--- config.mk ---
export PLATFORM = sky130hd
export DESIGN_NAME = uart_tx_serializer
export DESIGN_NICKNAME = d
export VERILOG_FILES = /design/src/rtl/uart_tx_serializer.sv
export SDC_FILE = /design/constraint.sdc
export NUM_CORES = 1
export LEC_CHECK = 0
export ABC_AREA = 0
export CAP_MARGIN = 20
export CORE_MARGIN = 5
export CORE_UTILIZATION = 45
export CTS_CLUSTER_DIAMETER = 80
export CTS_CLUSTER_SIZE = 14
export DETAILED_ROUTE_END_ITERATION = 16
export PLACE_DENSITY = 0.66
export SYNTH_ARGS = -nofsm -noshare
export SYNTH_HDL_FRONTEND = slang
export SYNTH_SLANG_ARGS = --single-unit
--- constraint.sdc ---
create_clock -name i_clk -period 2.3 [get_ports i_clk]
set_clock_uncertainty 0.15 [all_clocks]
set_input_delay 0.46 -clock i_clk [delete_from_list [all_inputs] [get_ports i_clk]]
set_output_delay 0.46 -clock i_clk [all_outputs]
set_load 0.1 [all_outputs]
--- src/rtl/uart_tx_serializer.sv ---
// UART transmit serializer clocked at the bit rate: start, LSB-first data, optional parity, stop.
// A one-entry holding register allows the next byte to be queued so frames run back-to-back.
//
// state  | meaning
// S_IDLE | line high, waiting for the holding register to fill
// S_START| start bit (0) on the line
// S_DATA | data bits, LSB first, bit_cnt = index of the bit on the line
// S_PARITY| parity bit captured with the byte
// S_STOP | stop bit (1); reloads from hold without an idle bit if one is queued
module uart_tx_serializer #(
  parameter int DATA_WIDTH = 8
) (
  input  logic                  i_clk,
  input  logic                  i_rst,
  input  logic [DATA_WIDTH-1:0] i_tx_data,
  input  logic                  i_data_valid,
  output logic                  o_ready,
  input  logic                  i_par_en,
  input  logic                  i_par_typ,
  output logic                  o_tx_out,
  output logic                  o_busy
);

  localparam int CW = $clog2(DATA_WIDTH) + 1;
  localparam logic [CW-1:0] LAST_BIT = CW'(DATA_WIDTH - 1);

  typedef enum logic [2:0] {
    S_IDLE,
    S_START,
    S_DATA,
    S_PARITY,
    S_STOP
  } state_t;

  state_t state_q, state_n;

  logic                  hold_full;
  logic [DATA_WIDTH-1:0] hold_data;
  logic                  hold_par_en;
  logic                  hold_par_bit;

  logic [DATA_WIDTH-1:0] shift_q, shift_n;
  logic [CW-1:0]         cnt_q, cnt_n;
  logic                  frame_par_en;
  logic                  frame_par_bit;
  logic                  tx_q, tx_n;
  logic                  busy_q, busy_n;
  logic                  load;

  assign o_ready  = ~hold_full;
  assign o_tx_out = tx_q;
  assign o_busy   = busy_q;

  // Parity is frozen at capture so later i_par_* changes cannot alter a queued byte.
  always_ff @(posedge i_clk) begin
    if (i_rst) begin
      hold_full    <= 1'b0;
      hold_data    <= '0;
      hold_par_en  <= 1'b0;
      hold_par_bit <= 1'b0;
    end else if (load) begin
      hold_full <= 1'b0;
    end else if (i_data_valid && !hold_full) begin
      hold_full    <= 1'b1;
      hold_data    <= i_tx_data;
      hold_par_en  <= i_par_en;
      hold_par_bit <= i_par_typ ? ~(^i_tx_data) : (^i_tx_data);
    end
  end

  always_ff @(posedge i_clk) begin
    if (i_rst) begin
      state_q       <= S_IDLE;
      shift_q       <= '0;
      cnt_q         <= '0;
      tx_q          <= 1'b1;
      busy_q        <= 1'b0;
      frame_par_en  <= 1'b0;
      frame_par_bit <= 1'b0;
    end else begin
      state_q <= state_n;
      shift_q <= shift_n;
      cnt_q   <= cnt_n;
      tx_q    <= tx_n;
      busy_q  <= busy_n;
      if (load) begin
        frame_par_en  <= hold_par_en;
        frame_par_bit <= hold_par_bit;
      end
    end
  end

  always_comb begin
    state_n = state_q;
    shift_n = shift_q;
    cnt_n   = cnt_q;
    tx_n    = tx_q;
    busy_n  = busy_q;
    load    = 1'b0;

    case (state_q)
      S_IDLE: begin
        tx_n   = 1'b1;
        busy_n = 1'b0;
        if (hold_full) begin
          load    = 1'b1;
          shift_n = hold_data;
          tx_n    = 1'b0;
          busy_n  = 1'b1;
          state_n = S_START;
        end
      end
      S_START: begin
        tx_n    = shift_q[0];
        shift_n = shift_q >> 1;
        cnt_n   = '0;
        state_n = S_DATA;
      end
      S_DATA: begin
        if (cnt_q == LAST_BIT) begin
          if (frame_par_en) begin
            tx_n    = frame_par_bit;
            state_n = S_PARITY;
          end else begin
            tx_n    = 1'b1;
            state_n = S_STOP;
          end
        end else begin
          tx_n    = shift_q[0];
          shift_n = shift_q >> 1;
          cnt_n   = cnt_q + CW'(1);
        end
      end
      S_PARITY: begin
        tx_n    = 1'b1;
        state_n = S_STOP;
      end
      S_STOP: begin
        if (hold_full) begin
          load    = 1'b1;
          shift_n = hold_data;
          tx_n    = 1'b0;
          busy_n  = 1'b1;
          state_n = S_START;
        end else begin
          tx_n    = 1'b1;
          busy_n  = 1'b0;
          state_n = S_IDLE;
        end
      end
      default: begin
        tx_n    = 1'b1;
        busy_n  = 1'b0;
        state_n = S_IDLE;
      end
    endcase
  end

endmodule

# After elaboration in Yosys (flattened, before gate mapping)
# Cells that the tools add are included.
[totals]
ff_bits = 30
out_inout_bits = 3
[classes]
add_sub_neg = 1
n_eq_ne = 9
n_mux = 18
bitwise = 3
reduce_logical = 13
[op_table]
columns = ["operator", "count"]
rows = [
  ["8-bit case mux with 3 select lines", 1],
  ["8-bit 2-to-1 mux", 2],
  ["3-bit case mux with 5 select lines", 1],
  ["3-bit 2-to-1 mux", 3],
  ["4-bit case mux with 2 select lines", 1],
  ["8-bit XOR reduction", 1],
  ["1-bit 2-to-1 mux", 7],
  ["3-bit by 2-bit == test with 1-bit output, second input constant", 2],
  ["2-bit != test, second input constant", 3],
  ["2-bit AND reduction", 3],
  ["4-bit by 1-bit adder with 4-bit output, second input constant", 1],
  ["4-bit by 3-bit == test with 1-bit output, second input constant", 1],
  ["4-bit 2-to-1 mux", 1],
  ["2-bit OR reduction", 2],
  ["3-bit by 1-bit == test with 1-bit output, second input constant", 1],
  ["3-bit == test, second input constant", 1],
  ["3-bit logical NOT", 1],
  ["1-bit NOT", 3],
  ["1-bit case mux with 3 select lines", 1],
  ["3-bit AND reduction", 1],
  ["3-bit nonzero test", 1],
  ["3-bit OR reduction", 1],
  ["2-bit by 1-bit != test with 1-bit output, second input constant", 1],
  ["1-bit case mux with 2 select lines", 1],
  ["other kinds (3)", 3],
]

# Depth between registers and ports, before layout
[logic_depth]
depth_word = 5
ltp_mapped = 7

# Worst setup path before layout
# No wires, ideal clock.
[synth_timing]
kind = "register -> register"
startpoint = "register cnt_q[0]"
endpoint = "register shift_q[6]"
setup_time_ns = 0.134
t_arrival_ns = 1.522
t_required_ns = 2.016
setup_slack_ns = 0.494
path_stages_with_launch = 8
n_path_buf = 2
path_cell_list = "dfxtp_1 -> ha_1 -> nand3b_4 -> or3_1 -> buf_6 -> buf_6 -> a21oi_1 -> a311oi_2"
[synth_between]
elab_chain_len = 3
[synth_rtl]
columns = ["element", "line", "source"]
rows = [
  ["start: declaration", "43", "logic [CW-1:0] cnt_q, cnt_n;"],
  ["start signal: assignment", "83", "cnt_q <= cnt_n;"],
  ["4-bit by 3-bit == test with 1-bit output", "120", "if (cnt_q == LAST_BIT) begin"],
  ["2-bit != test (no line)", "n/a", ""],
  ["3-bit AND reduction (no line)", "n/a", ""],
  ["end signal: assignment", "82", "shift_q <= shift_n;"],
  ["end: declaration", "42", "logic [DATA_WIDTH-1:0] shift_q, shift_n;"],
]
# Every way passes these cells.
# A chain may end at the register's enable or synchronous reset.

# Worst setup path in the final report
# Same ends and word-level chain as after synthesis.

==> flow_summary.json <==
{
  "p_per_area_nw_per_um2": 674.4,
  "drt-total-wl_mm": 2.983,
  "synth.most_common_cell": "dfxtp_1",
  "grt_pass1_vias": 1161,
  "min_from": "hold_data[6]",
  "maxClockFrequency_mhz": 505.0,
  "synth_edf_count": 0,
  "num-nets-final": 195,
  "ctsResizeCount": 0,
  "die_h_um": 66.55,
  "worst-setup-path-type": "reg -> reg",
  "numCtsBuffers": 5,
  "dr_wl_met3_um": 144,
  "start_kind": "register",
  "highest_layer": "met4",
  "synth_top_cells_by_area": "dfxtp_1 42%, a21oi_1 9.0%, nand2_1 6.0%",
  "timing.rr.end": "shift_q[6]",
  "synth.area.mux_share": 0.04870,
  "vias_per_cell": 5.422,
  "synth_top_family_by_area": "simple AND/OR/NAND/NOR gates",
  "grt_overflow_total": 0,
  "worst_pin_slew_ns": 0.5410,
  "max-vdd-ir-drop_mv": 0.3483,
  "drt_iter0_drc": 84,
  "antenna_left": 0,
  "setup_slack_ns": 0.3199,
  "post_cts_buffers": 0,
  "grt_use_total": 0.1581,
  "slew_violations": 0,
  "dr_wl_met2_mm": 1.396,
  "drive_gt1_frac": 0.1160,
  "worstSetupEndpointType": "register",
  "io_buffers": 15,
  "initial_core_util": 0.4713,
  "grt_pass1_wl_mm": 5.209,
  "drc": 0,
  "clkTransAtPathRegs_ns": 0.09,
  "maxCapViolCount": 0,
  "cts_hold_buffers": 0,
  "worst-r2r-setup-slack_ns": 0.32,
  "yosysWarnings": 0,
  "rsz0062_at_grt": "no",
  "place_ws_ns": 0.2581,
  "critPathMaxFanout": 15,
  "syn-mean-instance-area_um2": 8.774,
  "dp_hpwl_mm": 2.191,
  "yosys.area_share.simple": 0.2139,
  "synth_fp_nets": 178,
  "first_pass_iters": 4,
  "nFillCells": 304,
  "dieArea_um2": 4428,
  "core_area_um2": 3053,
  "slew_headroom": 0.6386,
  "multi_input_area_um2": 762.0,
  "io_pins": 16,
  "synthTopCellsByCount": "30 x dfxtp_1, 26 x a21oi_1, 23 x nand2_1, 8 x nor2_1",
  "synth_ff_type": "dfxtp_1",
  "htreeDepth": 2,
  "ys_seq_area_frac": 0.4174,
  "clock_path_buffers": 2,
  "diodes": 0,
  "yosysTopAreaCell": "dfxtp_1",
  "wl_per_cell_um": 13.26,
  "power_uw": 1123,
  "area_delta_synth_final_pct": 15.74,
  "hold_viol_final": 0,
  "routabilityCongestion": 0.7461,
  "synthCells": 164,
  "clock_sinks": 30,
  "grt_max_degree": 16,
  "synth_seq_cells": 30,
  "setup_viol": 0,
  "netlist.area_leader.share": 0.4174,
  "worstHoldPathType": "reg -> reg",
  "tns_ns": 0,
  "clk_latency_ns": 0.32,
  "period_share": 0.8609,
  "reg2reg_from": "cnt_q[0]",
  "seqCellArea_um2": 600.6,
  "synth_xor_area_frac": 0.05217,
  "row_count": 20,
  "clock_tree.root_cell": "clkbuf_4",
  "p_leak_uw": 0.0006794,
  "min_path_cells": 2,
  "async_flop_share": 0,
  "r2r_cells": 5,
  "synth_compound_area_frac": 0.2061,
  "cts_tree": "yes",
  "required_ns": 2.33,
  "antenna_found_initial": 0,
  "vias": 1220,
  "min_period_ns": 1.980,
  "ys_types": 40,
  "drt-met1-wl_mm": 1.380,
  "synthAdderAreaFrac": 0.008696,
  "hold_end": "hold_data[6]",
  "die_w_um": 66.55,
  "outcome": "finished, final reports clean",
  "syn_area_um2": 1439,
  "arrival_ns": 2.01
}
routing by layer:
layer,up-vias,GRT usage
li1,615,-
met1,566,0.1884
met2,31,0.2475
met3,8,0.06577
met4,0,0.06853
met5,-,0
area by class of cell:
cell class | count | area share
clock buffer | 7 | 0.02705
inverter | 4 | 0.009016
multi-input combinational | 119 | 0.4576
sequential | 30 | 0.3606
tap | 44 | 0.03306
timing repair buffer | 21 | 0.1127
state kept, by name (all words and copies together) (netlist names):
name           count
state_q            3
shift_q            8
frame_par_bit      1
cnt_q              4
hold_full          1
hold_par_bit       1
o_busy             1
o_tx_out           1
frame_par_en       1
hold_par_en        1
hold_data          8
worst max-delay path by stage:
stage	from	endpoint	slack, ns	cells after the start
floorplan	cnt_q[0]	shift_q[6]	0.49	7
global placement	i_tx_data[5]	hold_par_bit	0.33	5
detailed placement	i_tx_data[5]	hold_par_bit	0.26	5
CTS	cnt_q[0]	shift_q[6]	0.33	5
global route	state_q[0]	shift_q[3]	0.16	4
finish	cnt_q[0]	shift_q[6]	0.32	5
power by group:
part / switching (µW) / internal (µW)
sequential: 30.7 / 562
clock: 164 / 115
combinational: 140 / 111
total: 335 / 788
cells in the final DEF (no fill, tap or decap), types with 2 or more instances in the layout:
cell type | synthesis | layout
nor3b_1 | 2 | 2
xnor2_1 | 4 | 4
dfxtp_1 | 30 | 30
nand3b_1 | 2 | 2
xor2_1 | 2 | 2
clkbuf_1 | 7 | 2
inv_1 | 4 | 4
a21oi_1 | 26 | 26
nand2_1 | 23 | 23
a311oi_1 | 6 | 6
mux2i_1 | 7 | 7
nor3_1 | 4 | 4
nor2b_1 | 3 | 3
and3_1 | 2 | 2
clkdlybuf4s50_1 | 0 | 12
o21ai_0 | 6 | 6
buf_4 | 1 | 9
nand3_1 | 2 | 2
nand2b_1 | 3 | 3
nor2_1 | 8 | 8
clkbuf_4 | 0 | 5
kinds of logic after synthesis:
| group | Yosys count |
|---|---|
| simple gates | 57 |
| compound gates | 47 |
| flops | 30 |
| buf+inv | 15 |
| xor+xnor | 7 |
| mux | 7 |
| fa+ha+maj | 1 |
worst max-delay path, stage by stage, from the launching register on:
cell and delay (ns):
dfxtp_1 0.39, ha_1 0.26, nand3b_4 0.14, or3_1 0.59
a21oi_1 0.24, a311oi_2 0.07
through the flow:
step                utilization  std cells  hold WS, ns  cell area (µm²)
floorplan                     -        164       0.2821             1439
global placement         0.5307        218       0.2959             1620
detailed placement       0.5307        218       0.2985             1620
CTS                      0.5455        225       0.3089             1665
global route             0.5455        225       0.3320             1665
finish                   0.5455        225       0.3057             1665
Power figures use the tool's default switching activity.
